<file path="config.mk">
export PLATFORM = sky130hd
export DESIGN_NAME = rocket_battery
export DESIGN_NICKNAME = d
export VERILOG_FILES = /design/src/rtl/rocket_battery.sv
export SDC_FILE = /design/constraint.sdc
export NUM_CORES = 1
export LEC_CHECK = 0
export ABC_CLOCK_PERIOD_IN_PS = 10000
export BUFFER_PORTS_ARGS = -buffer_cell sky130_fd_sc_hd__clkbuf_2
export CORE_ASPECT_RATIO = 0.5
export CORE_MARGIN = 2
export CORE_UTILIZATION = 26
export DETAILED_ROUTE_END_ITERATION = 7
export PLACE_DENSITY = 0.52
export SLEW_MARGIN = 20
export SYNTH_ARGS = -nofsm -noshare
export SYNTH_HDL_FRONTEND = slang
export SYNTH_SLANG_ARGS = --single-unit
</file>
<file path="constraint.sdc">
create_clock -name clock -period 10 [get_ports clock]
set_input_delay 2.5 -clock clock [delete_from_list [all_inputs] [get_ports clock]]
set_output_delay 2.5 -clock clock [all_outputs]
set_load 0.03 [all_outputs]
</file>
<file path="src/rtl/rocket_battery.sv">
// N-channel rocket launcher controller: per-channel ammo counters, one-hot radar select,
// fire/reload handling and a sequential double-dabble BCD display of the selected channel.
module rocket_battery #(
    parameter int unsigned NUM_CH   = 3,
    parameter int unsigned AMMO_W   = 5,
    parameter int unsigned MAX_AMMO = 20,
    parameter int unsigned DIGITS   = 2,
    localparam int unsigned SEL_W   = (NUM_CH > 1) ? $clog2(NUM_CH) : 1
) (
    input  logic                clock,
    input  logic                reset,
    input  logic [NUM_CH-1:0]   radar,
    input  logic                fire,
    input  logic                reload,
    output logic                launched,
    output logic                misfire,
    output logic                target_ok,
    output logic [SEL_W-1:0]    sel,
    output logic                empty,
    output logic [4*DIGITS-1:0] bcd,
    output logic                bcd_valid,
    output logic                overflow
);

    function automatic int unsigned num_digits(int unsigned bits);
        longint unsigned v;
        int unsigned     n;
        v = (64'd1 << bits) - 64'd1;
        n = 0;
        do begin
            n++;
            v = v / 10;
        end while (v != 0);
        return n;
    endfunction

    localparam int unsigned ACC_DIGITS = num_digits(AMMO_W);
    localparam int unsigned ACC_W      = 4 * ACC_DIGITS;
    localparam int unsigned OUT_W      = 4 * DIGITS;
    localparam int unsigned EXT_W      = (ACC_W > OUT_W) ? ACC_W : OUT_W;
    localparam int unsigned MAX_DISP   = 10 ** DIGITS - 1;
    localparam int unsigned CNT_W      = $clog2(AMMO_W + 1);
    localparam logic [AMMO_W-1:0] LOAD_VAL = AMMO_W'(MAX_AMMO);

    typedef enum logic [1:0] {StIdle, StLoad, StShift, StDone} conv_state_e;

    logic [AMMO_W-1:0] ammo_q [NUM_CH];
    logic [SEL_W-1:0]  sel_q;
    logic              launched_q, misfire_q;
    logic [SEL_W-1:0]  radar_idx;
    logic [AMMO_W-1:0] cur_val;

    // Selection and fire/reload datapath
    always_comb begin
        radar_idx = '0;
        for (int i = 0; i < NUM_CH; i++) begin
            if (radar[i]) radar_idx = SEL_W'(i);
        end
    end

    assign target_ok = (radar != '0) && ((radar & (radar - NUM_CH'(1))) == '0);
    assign cur_val   = ammo_q[sel_q];

    always_ff @(posedge clock) begin
        if (reset) begin
            for (int i = 0; i < NUM_CH; i++) ammo_q[i] <= LOAD_VAL;
            sel_q      <= '0;
            launched_q <= 1'b0;
            misfire_q  <= 1'b0;
        end else begin
            launched_q <= 1'b0;
            misfire_q  <= 1'b0;
            if (target_ok) sel_q <= radar_idx;
            if (reload) begin
                for (int i = 0; i < NUM_CH; i++) ammo_q[i] <= LOAD_VAL;
            end else if (fire) begin
                // Use the live one-hot index so a same-cycle retarget fires the new channel
                if (target_ok && (ammo_q[radar_idx] != '0)) begin
                    ammo_q[radar_idx] <= ammo_q[radar_idx] - AMMO_W'(1);
                    launched_q        <= 1'b1;
                end else begin
                    misfire_q <= 1'b1;
                end
            end
        end
    end

    // BCD converter
    conv_state_e       state_q, state_d;
    logic [AMMO_W-1:0] shreg_q, shreg_d;
    logic [ACC_W-1:0]  acc_q, acc_d, acc_adj;
    logic [CNT_W-1:0]  cnt_q, cnt_d;
    logic [AMMO_W-1:0] last_val_q, last_val_d;
    logic [SEL_W-1:0]  last_sel_q, last_sel_d;
    logic [OUT_W-1:0]  bcd_q, bcd_d;
    logic              bcd_valid_q, bcd_valid_d;
    logic              overflow_q, overflow_d;
    logic [EXT_W-1:0]  acc_ext;
    logic              changed;

    assign changed = (cur_val != last_val_q) || (sel_q != last_sel_q);
    assign acc_ext = EXT_W'(acc_q);

    always_comb begin
        state_d     = state_q;
        shreg_d     = shreg_q;
        acc_d       = acc_q;
        cnt_d       = cnt_q;
        last_val_d  = last_val_q;
        last_sel_d  = last_sel_q;
        bcd_d       = bcd_q;
        bcd_valid_d = bcd_valid_q;
        overflow_d  = overflow_q;
        acc_adj     = acc_q;
        unique case (state_q)
            StIdle: begin
                if (changed) begin
                    state_d     = StLoad;
                    bcd_valid_d = 1'b0;
                end
            end
            StLoad: begin
                shreg_d     = cur_val;
                acc_d       = '0;
                cnt_d       = CNT_W'(AMMO_W);
                last_val_d  = cur_val;
                last_sel_d  = sel_q;
                bcd_valid_d = 1'b0;
                state_d     = StShift;
            end
            StShift: begin
                if (changed) begin
                    state_d = StLoad;
                end else begin
                    for (int d = 0; d < ACC_DIGITS; d++) begin
                        if (acc_adj[4*d +: 4] >= 4'd5) acc_adj[4*d +: 4] = acc_adj[4*d +: 4] + 4'd3;
                    end
                    acc_d   = {acc_adj[ACC_W-2:0], shreg_q[AMMO_W-1]};
                    shreg_d = shreg_q << 1;
                    cnt_d   = cnt_q - CNT_W'(1);
                    if (cnt_q == CNT_W'(1)) state_d = StDone;
                end
            end
            StDone: begin
                if (32'(last_val_q) > MAX_DISP) begin
                    bcd_d      = {DIGITS{4'h9}};
                    overflow_d = 1'b1;
                end else begin
                    bcd_d      = acc_ext[OUT_W-1:0];
                    overflow_d = 1'b0;
                end
                bcd_valid_d = 1'b1;
                state_d     = StIdle;
            end
            default: state_d = StIdle;
        endcase
    end

    always_ff @(posedge clock) begin
        if (reset) begin
            state_q     <= StIdle;
            shreg_q     <= '0;
            acc_q       <= '0;
            cnt_q       <= '0;
            last_val_q  <= '0;
            last_sel_q  <= '0;
            bcd_q       <= '0;
            bcd_valid_q <= 1'b0;
            overflow_q  <= 1'b0;
        end else begin
            state_q     <= state_d;
            shreg_q     <= shreg_d;
            acc_q       <= acc_d;
            cnt_q       <= cnt_d;
            last_val_q  <= last_val_d;
            last_sel_q  <= last_sel_d;
            bcd_q       <= bcd_d;
            bcd_valid_q <= bcd_valid_d;
            overflow_q  <= overflow_d;
        end
    end

    assign launched  = launched_q;
    assign misfire   = misfire_q;
    assign sel       = sel_q;
    assign empty     = (cur_val == '0);
    assign bcd       = bcd_q;
    assign bcd_valid = bcd_valid_q;
    assign overflow  = overflow_q;

endmodule
</file>
After elaboration in Yosys (flattened, before gate mapping)
Memory sizes are Yosys's and may differ from the RTL's. A register that Yosys moved wholly into a read port is not among the register bits.
Cells that the tools add are included.

storage, ports and cells
  bits in registers = 38
  latch bits = 0
  RAM bits = 15
  ROM bits = 0
  input port bits = 7
  output and inout port bits = 16
  word-level logic and storage cells = 83
  memories kept = 1

cells by class
  $add $sub $neg = 5
  multipliers = 0
  div/mod/pow operators = 0
  magnitude comparators = 2
  eq/ne operators = 9
  shift-type cells = 0
  muxes and demuxes = 35
  bitwise logic cells = 5
  reduce and logical (&&, ||, !) cells = 15

memory list
  memory  words  bits a word  rd ports  clocked after memory_dff  wr ports  RTL line  text
  ammo_q  3      5            2         1                         3         47        logic [AMMO_W-1:0] ammo_q [NUM_CH];

operator list
  operator               count
  $mux W5                5
  $pmux W8 S2            1
  $mux W1                14
  $mux W2                7
  $pmux W5 S2            1
  $ge A4 B3 Y1 const B   2
  $mux W8                1
  $pmux W2 S4            1
  $mux W3                2
  $pmux W3 S2            1
  $reduce_and A2 Y1      3
  $reduce_bool A3 Y1     2
  $sub A3 B1 Y3 const B  2
  $logic_not A5 Y1       1
  $ne A5 B5 Y1           1
  $reduce_bool A5 Y1     1
  $reduce_or A5 Y1       1
  $sub A5 B1 Y5 const B  1
  $add A4 B2 Y4 const B  1
  $eq A2 B2 Y1 const B   2
  $mux W4                1
  $ne A2 B2 Y1 const B   2
  $add A3 B2 Y3 const B  1
  $and A3 B3 Y3          1
  13 further kinds       16

Longest topological paths before layout
  depth after elaboration = 12
  depth in mapped cells = 10
  depth with buffers taken out = 8

Worst setup path before layout
No wires, ideal clock.

  path type = input to output
  from = in radar[1]
  to = out target_ok
  data arrival time = 3451 ps
  required time = 7500 ps
  setup slack = 4049 ps
  stages = 5
  buffers on the path = 2
  path through = clkbuf_1 -> clkbuf_1 -> o21ai_0 -> o21ai_0 -> inv_1

on the way
  cells in the longest elaborated chain, start to end = 4
  elaborated cells between the ends (all ways) = 5
  those cells by class = 1 x add/sub; 1 x bitwise; 3 x reduce/logical

RTL lines
  item                   RTL line  text
  start: declaration     12        input logic [NUM_CH-1:0] radar,
  $sub A3 B1 Y3          61        assign target_ok = (radar != '0) && ((radar & (radar - NUM_CH'(1))) == '0);
  $and A3 B3 Y3          61
  $logic_not A3 Y1       61
  $logic_and A1 B1 Y1 *  61
  end: declaration       17        output logic target_ok,

Every way passes the cells marked *; elsewhere a longest branch is shown, timed or not.

Worst setup path after layout
Same ends and word-level chain as after synthesis.

==> impl_metrics.env <==
export IMPL_status="finished clean"
export IMPL_ios=23
export IMPL_n_antenna_cell=0
export IMPL_place_gp_congestion=0.757
export IMPL_cts_buffers_inserted=9
export IMPL_cp_slowest_cell="o21ai_0"
export IMPL_cts_tree="done"
export IMPL_power_switching_uw=157
export IMPL_synth_top_family_by_area="simple AND/OR/NAND/NOR gates"
export IMPL_drtIter0Drc=132
export IMPL_grt_pass1_vias=2165
export IMPL_slew_headroom_pct=44.5
export IMPL_worstPathRequired_ps=7500
export IMPL_timing_setup_tns_ps=0
export IMPL_die_area_um2=12900
export IMPL_clk_transition_reported_paths_ps=50
export IMPL_synthMuxAreaShare_pct=9.27
export IMPL_timing_critical_path_cells="clkbuf_2 > xor2_1 > o21ai_0 > inv_1 > clkbuf_2"
export IMPL_rows=28
export IMPL_synth_seq_cells=60
export IMPL_first_pass_iters=4
export IMPL_arrival_ps=3640
export IMPL_synth_compound_area_share_pct=14.7
export IMPL_synthAdderAreaFrac_pct=3.22
export IMPL_most_common_layout_cells="nand2_1 (40), dfxtp_1 (40), a21oi_1 (29)"
export IMPL_preCtsSetupSlack_ps=3860
export IMPL_clock_skew_ps=5.56
export IMPL_cts_sink_count=60
export IMPL_share_comb_of_total_power_pct=9.0
export IMPL_cellLeakagePower_nw=1.28
export IMPL_core_um2=11700
export IMPL_die_w_um=159
export IMPL_cts_root_buffer="clkbuf_16"
export IMPL_end_kind="output pin"
export IMPL_drc=0
export IMPL_hp_class="reg2reg"
export IMPL_dp_hpwl_um=4610
export IMPL_ys_warnings_count=0
export IMPL_netlist_instances=314
export IMPL_worstMarginPinSlew_ps=829
export IMPL_drive_above_1_share_pct=15.4
export IMPL_maxCapViolCount=0
export IMPL_vdd_drop_max_mv=0.0636
export IMPL_finalSetupViolations=0
export IMPL_min_period_over_period_pct=61.4
export IMPL_syn_cell_area_um2=3100
export IMPL_synth_main_ff_cell="dfxtp_1"
export IMPL_fmax_mhz=163
export IMPL_synth_simple_area_share_pct=16.1
export IMPL_wire_per_inst_um=13.8
export IMPL_place_area_um2=3280
export IMPL_yosysTopAreaCell="dfxtp_1"
export IMPL_post_cts_resized=0
export IMPL_p_clk_share_pct=49.4
export IMPL_holdBufCountCts=0
export IMPL_track_usage_pct=11.4
export IMPL_start_util_pct=26.4
export IMPL_synthArstFlopShare_pct=0
export IMPL_die_y_um=81.3
export IMPL_p_total_uw=653
export IMPL_met2_length_um=3020
export IMPL_postCtsSetupBuffers=0
export IMPL_period_minus_slack_ps=6140
export IMPL_setup_slack_ps=3860
export IMPL_p_int_uw=496
export IMPL_startpoint_type="input pin"
export IMPL_yosys_top_cells_area="dfxtp_1 (26%), edfxtp_1 (19%), nand2_1 (4.8%)"
export IMPL_antenna_found_initial=0
export IMPL_synth_xor_area_share_pct=4.39
export IMPL_rsz0062_at_grt="false"
export IMPL_swShare_pct=24.0
export IMPL_synth_avg_cell_area_um2=9.89
export IMPL_slowest_delay_ps=380
export IMPL_grt_max_degree=39
export IMPL_num_vias=2305
export IMPL_wl_met3_um=364
export IMPL_synth_top_area_share_pct=25.8
export IMPL_power_density_nw_per_um2=182
export IMPL_drtAntennaViolNets=0
export IMPL_via_per_inst=4.65
export IMPL_io_buffers=21
export IMPL_highest_layer="met4"
export IMPL_final_nets=341
export IMPL_ys_types=54
export IMPL_drv_slew=0
export IMPL_hold_viol=0
export IMPL_routed_wl_um=6840
export IMPL_drt_met1_wl_um=3360
export IMPL_synth_edf_count=20
export IMPL_clk_latency_ps=330
export IMPL_final_cell_area_um2=3590
export IMPL_cpMostUsedCell="clkbuf_2"
export IMPL_synthToLayoutAreaGrowth_pct=15.6
export IMPL_clk_path_buf_depth=2
export IMPL_p_seq_share_pct=41.5
export IMPL_grt_first_pass_wirelength_um=11100
export IMPL_worstPathMaxFanout=14
export IMPL_yosysSeqAreaShare_pct=45.1
export IMPL_grt_remaining_overflow=0
export IMPL_cts_htree_levels=3
export IMPL_critical_path_class="in2out"
-- worst paths after layout --
kind	start	end	slack, ps	cells past startpoint
max	radar[1]	target_ok	3860	5
min	bcd[1]	bcd[1]	450	2
max reg2reg	ammo_q[1][0]	ammo_q[0][1]	7060	8
min reg2reg	bcd[1]	bcd[1]	450	2
-- worst max-delay path: cells and delay by family --
family / cells / cell delay [ps]
XOR/XNOR: 1 / 220
buffers and inverters: 3 / 540
AO/OA/AOI/OAI: 1 / 380
-- synth_stat cells, types with 2 or more instances --
library cell  number
nor2b_1            2
a211oi_1           6
dfxtp_1           40
buf_6              4
xnor2_1            4
xor2_1             6
or4_1              3
nand4_1            7
nor2_1            16
mux2i_1           13
clkbuf_8           2
mux4_2             2
nor3_1             3
mux4_1             3
a311oi_1           6
xnor2_2            3
o21ai_0            7
nand3_1           15
o311ai_0           9
a21oi_1           29
ha_1               8
edfxtp_1          20
clkbuf_1          15
nand2_1           40
o211ai_1           2
inv_1             16
nand2b_1           3
buf_2              2
mux2_2             3
-- flip-flops by register name (all words and copies together) (netlist names), 2 cells and up, named ones only --
signal,cells
ammo_q,20
acc_ext,8
bcd,8
last_val_q,5
shreg_q,5
cnt_q,3
last_sel_q,2
sel,2
state_q,2
-- per-stage QoR --
stage                     cells  hold WS (ps)  util [%]
after global routing        496           470      30.6
final                       496           453      30.6
after floorplan             319           445         -
after detailed placement    480           447      28.0
after CTS                   496           454      30.6
after global placement      480           446      28.0
-- metal layers --
layer / vias up / track usage (%)
li1: 1154 / -
met4: 0 / 4.05
met5: - / 0
met3: 10 / 4.80
met1: 1107 / 14.5
met2: 34 / 17.5
-- power by group through the flow --
stage / Combinational (mW) / Clock (mW) / Sequential (mW)
final: 0.0590 / 0.323 / 0.271
after detailed placement: 0.0593 / 0 / 0.276
after global placement: 0.0588 / 0 / 0.276
after floorplan: 0.0516 / 0 / 0.272
after global routing: 0.0656 / 0.341 / 0.272
after CTS: 0.0595 / 0.329 / 0.271
-- area by class of cell --
cell class / instances / area (um^2)
well taps: 165 / 206
multi-input cells: 217 / 1500
clock inverters: 7 / 81.3
inverters: 16 / 60.1
flip-flops and latches: 60 / 1400
repair buffers: 22 / 113
clock buffers: 9 / 225
fillers: 1243 / 8150
-- cells by family after synthesis --
logic type / after synthesis
muxes: 21
buffers and inverters: 42
AOI/OAI and AO/OA: 68
other: 1
and+or+nand+nor: 101
DFF: 60
xor gates and xnor gates: 13
adders and majority gates: 8
(Power assumes the default switching activity.)
